### config.mk
export PLATFORM = sky130hd
export DESIGN_NAME = lcd_timing_sink
export DESIGN_NICKNAME = d
export VERILOG_FILES = /design/src/rtl/lcd_timing_sink_pkg.sv /design/src/rtl/lcd_timing_sink_pixel_fifo.sv /design/src/rtl/lcd_timing_sink.sv
export SDC_FILE = /design/constraint.sdc
export NUM_CORES = 1
export LEC_CHECK = 0
export CORE_MARGIN = 3
export CORE_UTILIZATION = 60
export DETAILED_ROUTE_END_ITERATION = 7
export GPL_TIMING_DRIVEN = 0
export PLACE_DENSITY_LB_ADDON = 0.15
export SLEW_MARGIN = 20
export SYNTH_ARGS = -nofsm -noshare
export SYNTH_HDL_FRONTEND = slang
export SYNTH_HIERARCHICAL = 1
export SYNTH_SLANG_ARGS = --single-unit
### constraint.sdc
create_clock -name clk -period 3.5 [get_ports clk]
set_input_delay 0.7 -clock clk [delete_from_list [all_inputs] [get_ports clk]]
set_output_delay 0.7 -clock clk [all_outputs]
set_load 0.02 [all_outputs]
### src/rtl/lcd_timing_sink_pkg.sv
// Shared definitions for the LCD timing sink: RGB565 field layout,
// default panel timing and the controller state encoding.
package lcd_timing_sink_pkg;

    localparam int PIX_W = 16;

    // RGB565 field positions inside a pixel word
    localparam int R_MSB = 15;
    localparam int R_LSB = 11;
    localparam int G_MSB = 10;
    localparam int G_LSB = 5;
    localparam int B_MSB = 4;
    localparam int B_LSB = 0;

    // Default 480x272 panel timing (clocks per line / lines per frame)
    localparam int DEF_H_ACTIVE   = 480;
    localparam int DEF_H_SYNC     = 41;
    localparam int DEF_H_BP       = 2;
    localparam int DEF_H_FP       = 2;
    localparam int DEF_V_ACTIVE   = 272;
    localparam int DEF_V_SYNC     = 10;
    localparam int DEF_V_BP       = 2;
    localparam int DEF_V_FP       = 2;
    localparam int DEF_FIFO_DEPTH = 16;
    localparam int DEF_PRIME      = 8;

    typedef enum logic [1:0] {
        ST_IDLE  = 2'd0,
        ST_RUN   = 2'd1,
        ST_FLUSH = 2'd2
    } lcd_state_e;

    // True when lo <= val < hi
    function automatic logic in_span(input int val, input int lo, input int hi);
        return (val >= lo) && (val < hi);
    endfunction

endpackage

### src/rtl/lcd_timing_sink_pixel_fifo.sv
// Synchronous pixel FIFO with registered read port. The read register
// holds the popped word for exactly one cycle and zero otherwise, so it
// can drive the panel colour directly. A write and a read in the same
// cycle both complete even when the FIFO is full or empty.
module pixel_fifo
    import lcd_timing_sink_pkg::*;
#(
    parameter int WIDTH = PIX_W,
    parameter int DEPTH = DEF_FIFO_DEPTH
) (
    input  logic                         clk_i,
    input  logic                         rst_i,
    input  logic                         wr_en_i,
    input  logic [WIDTH-1:0]             wr_data_i,
    input  logic                         rd_en_i,
    output logic [WIDTH-1:0]             rd_data_o,
    output logic                         full_o,
    output logic                         empty_o,
    output logic [$clog2(DEPTH+1)-1:0]   level_o
);

    localparam int AW = $clog2(DEPTH);
    localparam int LW = $clog2(DEPTH + 1);
    localparam logic [AW-1:0] PTR_ONE = AW'(1);
    localparam logic [LW-1:0] LVL_ONE = LW'(1);
    localparam logic [LW-1:0] LVL_MAX = LW'(DEPTH);

    logic [WIDTH-1:0] mem_q [DEPTH];
    logic [AW-1:0]    wr_ptr_q, rd_ptr_q;
    logic [LW-1:0]    level_q, level_d;
    logic             full_q, empty_q;
    logic [WIDTH-1:0] rd_data_q;
    logic             do_wr_s, do_rd_s;

    // Accept/pop qualification and next fill level
    always_comb begin
        do_wr_s = wr_en_i && (!full_q || rd_en_i);
        do_rd_s = rd_en_i && (!empty_q || wr_en_i);
        level_d = level_q;
        if (do_wr_s && !do_rd_s) begin
            level_d = level_q + LVL_ONE;
        end else if (do_rd_s && !do_wr_s) begin
            level_d = level_q - LVL_ONE;
        end else begin
            level_d = level_q;
        end
    end

    // Storage array; pointers are reset instead, so no data reset needed
    always_ff @(posedge clk_i) begin
        if (do_wr_s && !rst_i) begin
            mem_q[wr_ptr_q] <= wr_data_i;
        end
    end

    // Pointers, level, flags and the read register
    always_ff @(posedge clk_i) begin
        if (rst_i) begin
            wr_ptr_q  <= '0;
            rd_ptr_q  <= '0;
            level_q   <= '0;
            full_q    <= 1'b0;
            empty_q   <= 1'b1;
            rd_data_q <= '0;
        end else begin
            if (do_wr_s) begin
                wr_ptr_q <= wr_ptr_q + PTR_ONE;
            end
            if (do_rd_s) begin
                rd_ptr_q  <= rd_ptr_q + PTR_ONE;
                // on an empty FIFO the word being written is forwarded
                rd_data_q <= empty_q ? wr_data_i : mem_q[rd_ptr_q];
            end else begin
                rd_data_q <= '0;
            end
            level_q <= level_d;
            full_q  <= (level_d == LVL_MAX);
            empty_q <= (level_d == '0);
        end
    end

    assign rd_data_o = rd_data_q;
    assign full_o    = full_q;
    assign empty_o   = empty_q;
    assign level_o   = level_q;

endmodule

### src/rtl/lcd_timing_sink.sv
// LCD timing generator fed by a pixel FIFO. Waits for the buffer to prime,
// then scans frames, popping one pixel per visible clock, and returns to
// idle at the end of a frame once upstream has stopped and drained.
module lcd_timing_sink
    import lcd_timing_sink_pkg::*;
#(
    parameter int H_ACTIVE   = DEF_H_ACTIVE,
    parameter int H_SYNC     = DEF_H_SYNC,
    parameter int H_BP       = DEF_H_BP,
    parameter int H_FP       = DEF_H_FP,
    parameter int V_ACTIVE   = DEF_V_ACTIVE,
    parameter int V_SYNC     = DEF_V_SYNC,
    parameter int V_BP       = DEF_V_BP,
    parameter int V_FP       = DEF_V_FP,
    parameter int FIFO_DEPTH = DEF_FIFO_DEPTH,
    parameter int PRIME      = DEF_PRIME
) (
    input  logic             clk,
    input  logic             rst,
    input  logic [PIX_W-1:0] in_rgb,
    input  logic             in_valid,
    input  logic             in_stop,
    output logic             in_ready,
    output logic [4:0]       lcd_r,
    output logic [5:0]       lcd_g,
    output logic [4:0]       lcd_b,
    output logic             lcd_hsync,
    output logic             lcd_vsync,
    output logic             lcd_de,
    output logic             frame_done,
    output logic             underflow,
    output logic             overflow
);

    localparam int H_TOTAL = H_SYNC + H_BP + H_ACTIVE + H_FP;
    localparam int V_TOTAL = V_SYNC + V_BP + V_ACTIVE + V_FP;
    localparam int HW      = $clog2(H_TOTAL);
    localparam int VW      = $clog2(V_TOTAL);
    localparam int LW      = $clog2(FIFO_DEPTH + 1);

    localparam logic [HW-1:0] H_LAST     = HW'(H_TOTAL - 1);
    localparam logic [VW-1:0] V_LAST     = VW'(V_TOTAL - 1);
    localparam logic [HW-1:0] H_ONE      = HW'(1);
    localparam logic [VW-1:0] V_ONE      = VW'(1);
    localparam logic [HW-1:0] H_SYNC_END = HW'(H_SYNC);
    localparam logic [VW-1:0] V_SYNC_END = VW'(V_SYNC);
    localparam logic [LW-1:0] PRIME_LVL  = LW'(PRIME);

    lcd_state_e       state_q, state_d;
    logic [HW-1:0]    h_cnt_q, h_cnt_d;
    logic [VW-1:0]    v_cnt_q, v_cnt_d;
    logic             hsync_q, hsync_d, vsync_q, vsync_d, de_q, de_d;
    logic             frame_done_q, frame_done_d;
    logic             underflow_q, underflow_d, overflow_q, overflow_d;
    logic             pop_s, visible_s;
    logic             full_s, empty_s;
    logic [LW-1:0]    level_s;
    logic [PIX_W-1:0] rd_data_s;

    pixel_fifo #(
        .WIDTH (PIX_W),
        .DEPTH (FIFO_DEPTH)
    ) u_fifo (
        .clk_i     (clk),
        .rst_i     (rst),
        .wr_en_i   (in_valid),
        .wr_data_i (in_rgb),
        .rd_en_i   (pop_s),
        .rd_data_o (rd_data_s),
        .full_o    (full_s),
        .empty_o   (empty_s),
        .level_o   (level_s)
    );

    // Frame sequencing, scan counters and next values of the panel outputs
    always_comb begin
        state_d      = state_q;
        h_cnt_d      = h_cnt_q;
        v_cnt_d      = v_cnt_q;
        hsync_d      = 1'b1;
        vsync_d      = 1'b1;
        de_d         = 1'b0;
        frame_done_d = 1'b0;
        pop_s        = 1'b0;
        visible_s    = in_span(int'(h_cnt_q), H_SYNC + H_BP, H_SYNC + H_BP + H_ACTIVE)
                    && in_span(int'(v_cnt_q), V_SYNC + V_BP, V_SYNC + V_BP + V_ACTIVE);
        case (state_q)
            ST_IDLE: begin
                h_cnt_d = '0;
                v_cnt_d = '0;
                if ((level_s >= PRIME_LVL) || (in_stop && !empty_s)) begin
                    state_d = ST_RUN;
                end else begin
                    state_d = ST_IDLE;
                end
            end
            ST_RUN: begin
                hsync_d = (h_cnt_q >= H_SYNC_END);
                vsync_d = (v_cnt_q >= V_SYNC_END);
                de_d    = visible_s;
                pop_s   = visible_s;
                if (h_cnt_q == H_LAST) begin
                    h_cnt_d = '0;
                    if (v_cnt_q == V_LAST) begin
                        v_cnt_d = '0;
                        // stop is only honoured at a frame boundary
                        if (in_stop && empty_s) begin
                            state_d = ST_FLUSH;
                        end else begin
                            state_d = ST_RUN;
                        end
                    end else begin
                        v_cnt_d = v_cnt_q + V_ONE;
                    end
                end else begin
                    h_cnt_d = h_cnt_q + H_ONE;
                end
            end
            ST_FLUSH: begin
                h_cnt_d      = '0;
                v_cnt_d      = '0;
                frame_done_d = 1'b1;
                state_d      = ST_IDLE;
            end
            default: begin
                h_cnt_d = '0;
                v_cnt_d = '0;
                state_d = ST_IDLE;
            end
        endcase
        underflow_d = underflow_q | (pop_s && empty_s && !in_valid);
        overflow_d  = overflow_q  | (in_valid && full_s && !pop_s);
    end

    // State, counters and registered panel outputs
    always_ff @(posedge clk) begin
        if (rst) begin
            state_q      <= ST_IDLE;
            h_cnt_q      <= '0;
            v_cnt_q      <= '0;
            hsync_q      <= 1'b1;
            vsync_q      <= 1'b1;
            de_q         <= 1'b0;
            frame_done_q <= 1'b0;
            underflow_q  <= 1'b0;
            overflow_q   <= 1'b0;
        end else begin
            state_q      <= state_d;
            h_cnt_q      <= h_cnt_d;
            v_cnt_q      <= v_cnt_d;
            hsync_q      <= hsync_d;
            vsync_q      <= vsync_d;
            de_q         <= de_d;
            frame_done_q <= frame_done_d;
            underflow_q  <= underflow_d;
            overflow_q   <= overflow_d;
        end
    end

    // Colour comes straight from the FIFO read register, which is zero
    // whenever no pixel was popped (blanking or underflow).
    assign lcd_r      = rd_data_s[R_MSB:R_LSB];
    assign lcd_g      = rd_data_s[G_MSB:G_LSB];
    assign lcd_b      = rd_data_s[B_MSB:B_LSB];
    assign lcd_hsync  = hsync_q;
    assign lcd_vsync  = vsync_q;
    assign lcd_de     = de_q;
    assign frame_done = frame_done_q;
    assign underflow  = underflow_q;
    assign overflow   = overflow_q;
    assign in_ready   = !full_s;

endmodule
==> flow_summary_export.csv, run 1 <==
group,metric,value,unit
cts,cts_tree,"done",
place,place_congestion,0.875,
finish,final.fill_count,1229,
die,die_h,150,um
grt,grt_overflow,0,
cts,h-tree-depth,2,
cts,clk_latency,0.50,ns
setup_path,cp.required,3.93,ns
sta,period_needed,3.38,ns
logic_synthesis,postSynth.asyncResetShare,0,%
setup_path,endpoint_kind,"flip-flop",
detailed_routing,wl_per_cell,23.6,um
detailed_routing,ant_nets,0,
detailed_routing,via_per_inst,6.11,
finish,area_delta_synth_final,17.8,%
logic_synthesis,synth.area.top_cells,"edfxtp_1 (61%), mux4_2 (12%), dfxtp_1 (9.9%), nor2_1 (2.0%), mux2_2 (1.4%)",
sta,worst_pin_slew,0.931,ns
run_status,status,"finished, final reports clean",
sta,hold_violations,0,
sta,clock.fmax,296,MHz
logic_synthesis,syn_area,12500,um^2
detailed_routing,drc,0,
logic_synthesis,synthCells,721,
detailed_routing,drtIter0Drc,587,
logic_synthesis,synthXorXnorAreaFrac,1.47,%
cts,cts_hold_buf,0,
sta,layout_worst_path_cycle_share,96.6,%
die,ios,43,
die,die-area,22600,um^2
cts,cts_buffer_depth,3,
place,portBuffers,42,
die,die_w,150,um
grt,grt_pass1_vias,7045,
grt,grt_max_degree,18,
setup_path,startpoint_type,"flip-flop",
cts,clock-sinks,318,
finish,layout-drive-gt1-share,23.0,%
logic_synthesis,synthFlopType,"edfxtp_1",
logic_synthesis,synthMuxAreaShare,13.2,%
logic_synthesis,yosys.area.top_type,"edfxtp_1",
power_and_ir_drop,intPower,6.57,mW
grt,grt_pass1_wl,40300,um
finish,antennaDiodeCount,0,
logic_synthesis,synthAdderAreaFrac,1.40,%
power_and_ir_drop,p_seq_share,51.0,%
setup_path,critPathKind,"flip-flop to flip-flop",
cts,root_buffer,"clkbuf_16",
logic_synthesis,synth_edf_count,256,
grt,grt_antenna_before_repair,0,
sta,fin_skew,0.0228,ns
power_and_ir_drop,p_per_area,550,nW/um^2
place,placed_area,13300,um^2
logic_synthesis,synth_cell_types,56,
worst_hold_path,min_path_type,"flip-flop to flip-flop",
power_and_ir_drop,swShare,18.9,%
grt,grt.total_usage,23.8,%
setup_path,path_max_fanout,10,
logic_synthesis,yosys.area_share.simple,7.05,%
power_and_ir_drop,p_clk_share,46.5,%
logic_synthesis,synth-warning-count,6,
finish,final_nets,847,
logic_synthesis,synth_top_area_share,61.5,%
detailed_routing,firstDrtPassIters,5,
detailed_routing,finalWirelength,26200,um
power_and_ir_drop,ir_drop,0.457,mV
sta,rsz0062_at_grt,"yes",
power_and_ir_drop,leakagePower,4.81,nW
logic_synthesis,ys_seq_area_share,71.4,%
logic_synthesis,synth_seq_cells,318,
cts,cts_buffers,34,
sta,relSlewSlack,37.8,%
detailed_routing,vias,6770,
logic_synthesis,synth_compound_area_share,3.63,%
sta,drv_slew,0,
logic_synthesis,synth_top_family_by_area,"multiplexers",
finish,finalInstanceArea,14700,um^2
die,start_util,61.4,%
power_and_ir_drop,p_comb_share,2.5,%
setup_path,crit_arrival,3.81,ns
place,dp_hpwl,16400,um
logic_synthesis,synth_nets,755,
cts,clk_pin_slew,0.06,ns
run,drv_cap,0,
sta,fin_tns_setup,0,ns
die,rows,52,
die,core_region_area,20400,um^2
logic_synthesis,avgSynthCellArea,17.3,um^2
power_and_ir_drop,p_switching,1.53,mW
sta,setup_viol,0,
## cells by family (layout without fill, tap and decap cells)
| logic type | count (synthesis) | after routing |
|---|---|---|
| buf+inv | 53 | 170 |
| fa+ha+maj | 14 | 14 |
| xor+xnor | 21 | 21 |
| mux | 83 | 83 |
| simple gates | 166 | 166 |
| compound gates | 66 | 66 |
| flops | 318 | 318 |
## path summary, 6_finish.rpt
check	slack, ns	startpoint	depth (start not counted)	to
worst min-delay path	0.49	state_q[0]	1	frame_done
worst min register to register	0.49	state_q[0]	1	frame_done
worst max register to register	0.12	v_cnt_q[5]	9	u_fifo/rd_data_o[11]
worst max-delay path	0.12	v_cnt_q[5]	9	u_fifo/rd_data_o[11]
## timing repair
action	4_1_cts	5_1_grt
setup buffers	0	9
pin swaps	0	4
resized for setup	9	11
endpoints found under the setup margin	144	187
## state kept, by name, summed over array words and instances, names as in the netlist, named ones only
signal	cells
u_fifo/mem_q	256
u_fifo/rd_data_o	16
h_cnt_q	10
v_cnt_q	9
u_fifo/level_o	5
u_fifo/rd_ptr_q	4
u_fifo/wr_ptr_q	4
state_q	2
frame_done	1
lcd_de	1
lcd_hsync	1
lcd_vsync	1
overflow	1
u_fifo/empty_o	1
u_fifo/full_o	1
underflow	1
## power groups by stage
stage          combinational [mW]  sequential (mW)  clock, mW
6_report                    0.203             4.13       3.76
5_1_grt                     0.222             4.13       3.99
4_1_cts                     0.187             4.13       3.82
3_5_place_dp                0.185             4.21          0
3_3_place_gp                0.174             4.21          0
2_1_floorplan              0.0818             4.21          0
## critical path, cell delays in order (launching register included)
cell and delay, ns:
dfxtp_1 0.34, nor3_2 0.28, a21boi_1 0.10, or4b_4 0.53, nor2_1 0.22, nor4b_2 0.75
clkbuf_1 0.51, o21ai_0 0.22, nor2_1 0.21, a221o_1 0.16
## routing by layer
layer | vias to the layer above | share of wire (%) | global-route usage (%)
li1 | 3017 | - | -
met1 | 3504 | 41 | 31.5
met2 | 219 | 52 | 41.5
met3 | 30 | 5.5 | 4.18
met4 | 0 | 1.6 | 5.72
met5 | - | 0 | 0
## placed cells by master (no fill, tap or decap), types with 11 or more instances in the layout
cell type,count
edfxtp_1,256
mux4_2,64
nor2_1,62
dfxtp_1,62
clkdlybuf4s50_1,42
clkbuf_16,37
o21ai_0,23
clkbuf_1,21
inv_1,19
nand2_1,17
mux2_2,16
ha_1,14
nand3_1,12
xor2_1,12
a221o_1,12
and3_1,11
buf_2,11
a21oi_1,11
## per-stage QoR
stage / power (mW) / instances / worst slack (ns) / utilization (%) / hold slack [ns]
2_1_floorplan: 4.29 / 721 / 0.433 / - / 0.445
3_5_place_dp: 4.40 / 1038 / -0.353 / 65.5 / 0.481
6_report: 8.10 / 1108 / 0.119 / 72.4 / 0.495
4_1_cts: 8.14 / 1099 / -0.0163 / 71.5 / 0.494
5_1_grt: 8.34 / 1108 / -0.137 / 72.4 / 0.521
3_3_place_gp: 4.38 / 1033 / -0.461 / 65.1 / 0.467
## area by class of cell
cell class	count	area, um^2	share of cell area [%]
flip-flops and latches	318	8930	60.6
clock inverters	16	213	1.44
well taps	270	338	2.29
plain buffers	33	158	1.07
clock buffers	45	996	6.76
repair buffers	56	639	4.34
multi-input cells	350	3390	23.0
inverters	20	75.1	0.509
## cell usage after synthesis, types with 9 or more instances
master and count:
nor2_1 67, nand2_1 17, o21ai_0 23, a21oi_1 11, a221o_1 12, mux2_2 16, and2_1 9, buf_2 11
clkbuf_1 17, xor2_1 12, mux4_2 64, inv_1 19, nand3_1 12, dfxtp_1 62, and3_1 15, nand4_1 9
ha_1 14, xnor2_1 9, edfxtp_1 256
(Power assumes the default switching activity.)
==> run 2, diff against run 1 <==
CELL_PAD_IN_SITES_DETAIL_PLACEMENT = 1   (was not set)
CELL_PAD_IN_SITES_GLOBAL_PLACEMENT = 1   (was not set)
CORE_UTILIZATION = 53   (was 60)
CTS_CLUSTER_DIAMETER = 40   (was not set)
==> run 2 against run 1 <==
  * Count of clock-buffer cells in the layout rose by 6
  * Setup slack improved by 0.052 ns
  * Fmax rose by 1.6%
  * Cell count rose by 5.7%
  * Critical endpoint is now u_fifo/mem_q[3][11]
  * Die area rose by 13%
  * Sequential share of layout area fell by 1.3 points
  * First-iteration DRC count fell by 29%
  * Wire length rose by 15%
  * Clock power rose by 14%
  * Critical path type unchanged
  * Global-route usage rose by 0.21 points
  * Power rose by 6.7%
==> flow_summary_export.csv, run 2 (synthesized netlist as in run 1, its figures left out) <==
group,metric,value,unit
finish,antennaDiodeCount,0,
grt,top_usage_layer,"met2",
cts,cts_buffers,41,
grt,grt_max_degree,18,
grt,grt_pass1_vias,7680,
setup_path,r2r_cells,9,
power_and_ir_drop,leakagePower,4.93,nW
place,portBuffers,42,
setup_path,endpoint_kind,"flip-flop",
cts,cts_buffer_depth,3,
finish,largest_reg_flops,256,
die,ios,43,
place,pre_cts_ws,-0.515,ns
setup_path,ff2ff_setup_slack,0.17,ns
setup_path,max_stage_delay,0.54,ns
sta,setup_viol,0,
die,die_w,160,um
detailed_routing,firstDrtPassIters,5,
grt,grt_use_met3,3.68,%
finish,final.fill_count,2004,
setup_path,cp.required,3.68,ns
power_and_ir_drop,p_seq_share,47.9,%
cts,clk_pin_slew,0.06,ns
worst_hold_path,worstHoldPathCells,1,
sta,hold_violations,0,
sta,drv_slew,0,
sta,worst_pin_slew,0.950,ns
detailed_routing,vias,7034,
grt,grt_antenna_before_repair,0,
sta,clock.fmax,300,MHz
power_and_ir_drop,power.total,8.64,mW
finish,final_nets,859,
sta,relSlewSlack,36.5,%
die,die_h,160,um
setup_path,cp_slowest_cell,"or4b_4",
finish,top_register,"u_fifo/mem_q",
detailed_routing,drc,0,
cts,cts_tree,"done",
place,dp_hpwl,19100,um
sta,fin_skew,0.0269,ns
sta,whs,0.484,ns
setup_path,critical_path.cell_chain,"nor3_2 -> a21boi_1 -> or4b_4 -> nor2_2 -> clkbuf_2 -> nand2b_1 -> nand2_1 -> nor4_4 -> and2_4",
grt,grt_overflow,0,
sta,period_needed,3.33,ns
die,start_util,54.6,%
sta,setup_slack,0.172,ns
finish,layout-drive-gt1-share,25.1,%
cts,root_buffer,"clkbuf_16",
cts,clk_latency,0.54,ns
power_and_ir_drop,p_switching,1.78,mW
power_and_ir_drop,ir_drop,0.362,mV
run,drv_cap,0,
finish,area_delta_synth_final,20.4,%
setup_path,path_max_fanout,16,
cts,h-tree-depth,2,
power_and_ir_drop,p_comb_share,2.3,%
die,core_region_area,22900,um^2
detailed_routing,via_per_inst,6.01,
die,rows,55,
detailed_routing,ant_nets,0,
power_and_ir_drop,swShare,20.6,%
cts,clock-sinks,318,
grt,grt_pass1_wl,46300,um
power_and_ir_drop,p_per_area,574,nW/um^2
detailed_routing,finalWirelength,30200,um
setup_path,r2r_end,"u_fifo/mem_q[3][11]",
setup_path,crit_arrival,3.51,ns
grt,use_met1,30.9,%
cts,cts_hold_buf,0,
worst_hold_path,min_path_type,"flip-flop to flip-flop",
power_and_ir_drop,p_clk_share,49.8,%
setup_path,cp.depth,9,
place,place_congestion,0.841,
grt,grt.total_usage,24.0,%
sta,layout_worst_path_cycle_share,95.1,%
grt,grtUsageMet2,42.1,%
run_status,status,"finished, final reports clean",
worst_hold_path,whs_endpoint,"state_q[0]",
setup_path,startpoint_type,"flip-flop",
setup_path,crit_buf_inv,1,
setup_path,critPathKind,"flip-flop to flip-flop",
die,die-area,25500,um^2
worst_hold_path,worstHoldStart,"state_q[1]",
setup_path,r2r_start,"v_cnt_q[5]",
detailed_routing,drtIter0Drc,414,
setup_path,path_delay_family,"simple AND/OR/NAND/NOR gates",
finish,layout_common_cells,"edfxtp_1 (256), mux4_2 (64), dfxtp_1 (62)",
finish,layout.cells.most_common,"edfxtp_1",
power_and_ir_drop,intPower,6.86,mW
detailed_routing,wl_per_cell,25.8,um
run 2: cell count changes in the layout (fill, tap and decap cells not counted), sizes merged:
| cell | change |
|---|---|
| buf | +5 |
| bufinv | -1 |
| clkbuf | +6 |
| clkinv | +3 |
| clkinvlp | +3 |
| inv | +4 |
run 2: final cells by class:
class                      instances  area [um^2]  area share (%)
inverter                          20         75.1           0.498
tap                              313          392            2.60
clock inverter                    25          293            1.94
buffer                            33          158            1.05
timing repair buffer              61          636            4.22
clock buffer                      51         1150            7.62
multi-input combinational        350         3440            22.8
sequential                       318         8930            59.3
run 2: stage by stage:
stage / std cells / area (um^2) / setup TNS (ns) / utilization, %
4_1_cts: 1157 / 14900 / -0.448 / 64.8
2_1_floorplan: 721 / 12500 / 0 / -
3_5_place_dp: 1081 / 13400 / -42.45 / 58.4
6_report: 1171 / 15100 / 0 / 65.7
5_1_grt: 1171 / 15100 / -2.68 / 65.7
3_3_place_gp: 1076 / 13300 / -52.20 / 58.1
run 2: worst reg2reg max path, delay by kind of cell (launching register included):
family,cells,cell delay (ns)
AOI/OAI and AO/OA,1,0.11
and+or+nand+nor,7,2.28
buffers and inverters,1,0.24
DFF,1,0.35
run 2: what timing repair did:
action,4_1_cts,5_1_grt
gates resized for setup,16,12
pin swaps,0,5
setup endpoints to repair,188,255
setup buffers,0,14
run 2: layer usage:
metal / share of wire (%) / routed length, um / up-vias
li1: - / - / 3056
met2: 52 / 15800 / 207
met4: 2.3 / 687 / 0
met1: 41 / 12300 / 3713
met3: 4.5 / 1360 / 58
met5: 0 / 0 / -
run 2: worst max path at each step:
stage                           from                    to  slack [ns]
final                     v_cnt_q[5]   u_fifo/mem_q[3][11]        0.17
after global routing      v_cnt_q[5]    u_fifo/mem_q[0][8]       -0.06
after CTS                 v_cnt_q[5]  u_fifo/mem_q[11][13]       -0.06
after detailed placement  v_cnt_q[5]    u_fifo/mem_q[0][6]       -0.52
after global placement    v_cnt_q[5]    u_fifo/mem_q[9][6]       -0.47
after floorplan           v_cnt_q[5]    u_fifo/mem_q[7][0]        0.43
run 2: power groups by stage:
stage          combinational, mW  clock [mW]  sequential [mW]
6_report                   0.201        4.30             4.13
5_1_grt                    0.222        4.56             4.14
4_1_cts                    0.196        4.37             4.13
3_5_place_dp               0.193           0             4.21
3_3_place_gp               0.175           0             4.21
2_1_floorplan             0.0818           0             4.21
==> run 3, diff against run 2 <==
SLEW_MARGIN = not set   (was 20)
SYNTH_HIERARCHICAL = not set   (was 1)
TNS_END_PERCENT = 10   (was not set)
==> run 3 against run 2 <==
  * The flow now finishes with violations (negative setup slack)
  * Setup slack worse by 0.21 ns
  * Area after synthesis down 0.49%
  * Largest cell class unchanged
  * Clock skew down 0.0012 ns
  * Flip-flop and latch count stayed put
==> flow_summary_export.csv, run 3 <==
group,metric,value,unit
grt,grt.total_usage,25.1,%
sta,worst_pin_slew,1.13,ns
setup_path,r2r_cells,7,
sta,fin_skew,0.0257,ns
logic_synthesis,synthXorXnorAreaFrac,1.69,%
sta,rsz0062_at_grt,"yes",
setup_path,startpoint,"h_cnt_q[5]",
logic_synthesis,synthFlopType,"edfxtp_1",
sta,relSlewSlack,24.9,%
die,die_w,159,um
logic_synthesis,synthMuxAreaShare,14.8,%
setup_path,critPathKind,"flip-flop to flip-flop",
sta,drv_slew,0,
place,portBuffers,41,
sta,setup_viol,31,
detailed_routing,vias,6924,
place,dp_hpwl,19400,um
finish,largest_reg_flops,256,
detailed_routing,drc,0,
cts,cts_buffer_depth,3,
sta,period_needed,3.54,ns
logic_synthesis,synth_cell_types,46,
setup_path,endpoint,"u_fifo.mem_q[5][10]",
grt,grt_max_degree,18,
grt,grt_antenna_before_repair,0,
grt,grt_overflow,0,
power_and_ir_drop,ir_drop,0.452,mV
place,place_congestion,0.843,
grt,grt_pass1_vias,7514,
logic_synthesis,synthCells,697,
logic_synthesis,postSynth.asyncResetShare,0,%
die,ios,43,
power_and_ir_drop,leakagePower,4.83,nW
sta,layout_worst_path_cycle_share,101,%
setup_path,r2r_start,"h_cnt_q[5]",
die,start_util,54.5,%
cts,clk_latency,0.55,ns
setup_path,cp.required,3.73,ns
logic_synthesis,synth_top_area_share,61.8,%
logic_synthesis,ys_seq_area_share,71.7,%
detailed_routing,ant_nets,0,
logic_synthesis,synth.most_common_cell,"edfxtp_1",
detailed_routing,drtIter0Drc,624,
cts,cts_buffers,42,
cts,h-tree-depth,2,
logic_synthesis,ys_top_cells_by_count,"edfxtp_1 (256), mux4_2 (80), dfxtp_1 (62)",
cts,root_buffer,"clkbuf_16",
logic_synthesis,synth_nets,732,
finish,area_delta_synth_final,21.5,%
run_status,failed_checks,"negative setup slack",
power_and_ir_drop,p_per_area,574,nW/um^2
logic_synthesis,synth_seq_cells,318,
setup_path,ff2ff_setup_slack,-0.04,ns
logic_synthesis,synth_top_family_by_area,"multiplexers",
logic_synthesis,synth_edf_count,256,
grt,grt_pass1_wl,47300,um
place,place_inst,1069,
logic_synthesis,synth.area.top_cells,"edfxtp_1 (62%), mux4_2 (14%), dfxtp_1 (10%), ha_1 (1.5%), nand2_1 (1.5%)",
setup_path,crit_arrival,3.77,ns
detailed_routing,finalWirelength,31500,um
finish,final_cells,1149,
setup_path,endpoint_kind,"flip-flop",
cts,clk_pin_slew,0.05,ns
detailed_routing,via_per_inst,6.03,
finish,antennaDiodeCount,0,
setup_path,path_max_fanout,10,
finish,layout_common_cells,"edfxtp_1 (256), mux4_2 (80), dfxtp_1 (62)",
logic_synthesis,synth-warning-count,0,
detailed_routing,wl_per_cell,27.4,um
logic_synthesis,syn_area,12400,um^2
finish,final_nets,837,
detailed_routing,firstDrtPassIters,5,
cts,cts_tree,"done",
sta,setup_slack,-0.0427,ns
run,drv_cap,0,
die,core_region_area,22800,um^2
die,rows,55,
setup_path,startpoint_type,"flip-flop",
cts,clock-sinks,318,
power_and_ir_drop,power.total,8.68,mW
finish,layout-drive-gt1-share,24.4,%
die,die_h,159,um
logic_synthesis,synth_compound_area_share,2.63,%
sta,hold_violations,0,
sta,clock.fmax,282,MHz
logic_synthesis,yosys.area_share.simple,6.02,%
die,die-area,25400,um^2
finish,layout.cells.most_common,"edfxtp_1",
logic_synthesis,avgSynthCellArea,17.9,um^2
setup_path,r2r_end,"u_fifo.mem_q[5][10]",
finish,top_register,"u_fifo.mem_q",
logic_synthesis,yosys.area.top_type,"edfxtp_1",
worst_hold_path,min_path_type,"flip-flop to flip-flop",
place,pre_cts_ws,-0.883,ns
logic_synthesis,synthAdderAreaFrac,1.51,%
run_status,status,"finished with violations",
## run 3: changes by cell type after synthesis, moves of 7 or more
cell	delta
a21oi_2	+10
a221o_1	-12
and3_1	-10
buf_1	+9
buf_2	-9
inv_1	-7
mux2_2	-16
mux4_2	+16
nand2_1	+32
nor2_1	-20
nor3_1	+9
o21ai_0	-17
## run 3: stage by stage
| step | setup TNS, ns | hold slack, ns | instance area [um^2] | util (%) |
|---|---|---|---|---|
| after global routing | -17.11 | 0.503 | 15100 | 66.2 |
| after floorplan | -12.47 | 0.442 | 12500 | - |
| after detailed placement | -156.58 | 0.464 | 13600 | 59.6 |
| final | -0.738 | 0.468 | 15100 | 66.2 |
| after CTS | -1.13 | 0.476 | 15100 | 66.1 |
| after global placement | -314.50 | 0.454 | 13300 | 58.0 |
## run 3: layer usage
layer,wire length [um],global-route usage (%),up-vias
met1,12000,31.6,3630
met4,772,7.76,0
met2,16600,43.9,277
met3,2150,5.72,56
met5,0,0,-
li1,-,-,2961
## run 3: cell families (layout without fill, tap and decap cells)
| group | count (synthesis) | in the layout |
|---|---|---|
| adders and majority gates | 15 | 15 |
| buffers and inverters | 48 | 187 |
| AOI/OAI and AO/OA | 47 | 47 |
| DFF | 318 | 318 |
| xor gates and xnor gates | 24 | 24 |
| and+or+nand+nor | 161 | 161 |
| muxes | 84 | 84 |
## run 3: cell type report
type / count / area [um^2]
repair buffers: 61 / 743
flip-flops and latches: 318 / 8930
well taps: 313 / 392
inverters: 13 / 48.8
clock buffers: 45 / 1080
plain buffers: 35 / 153
multi-input cells: 331 / 3440
fillers: 1967 / 7730
clock inverters: 33 / 330
## run 3: worst min-delay path by stage
stage | to | start | cells after the start
2_1_floorplan | frame_done | state_q[0] | 1
3_3_place_gp | overflow | overflow | 2
3_5_place_dp | overflow | overflow | 2
4_1_cts | overflow | overflow | 2
5_1_grt | h_cnt_q[0] | h_cnt_q[0] | 1
6_report | overflow | overflow | 2
## run 3: where the power goes
group | internal [mW] | switching, mW
registers | 4.12 | 0.0232
logic | 0.0903 | 0.189
clock network | 2.53 | 1.73
## run 3: worst max-delay path, cell delays in order (launching register included)
cell and delay, ns:
dfxtp_1 0.30, clkbuf_1 0.33, nor4bb_1 0.49, a221oi_1 0.28, o41ai_4 0.59, nand3_1 0.44
nor2_2 0.57, buf_8 0.24
## run 3: timing repair
item                       4_1_cts  5_1_grt
resized for setup                7        4
pin swaps                        1        3
hold buffers                     0        0
buffers inserted                 1        1
setup endpoints to repair      256      189
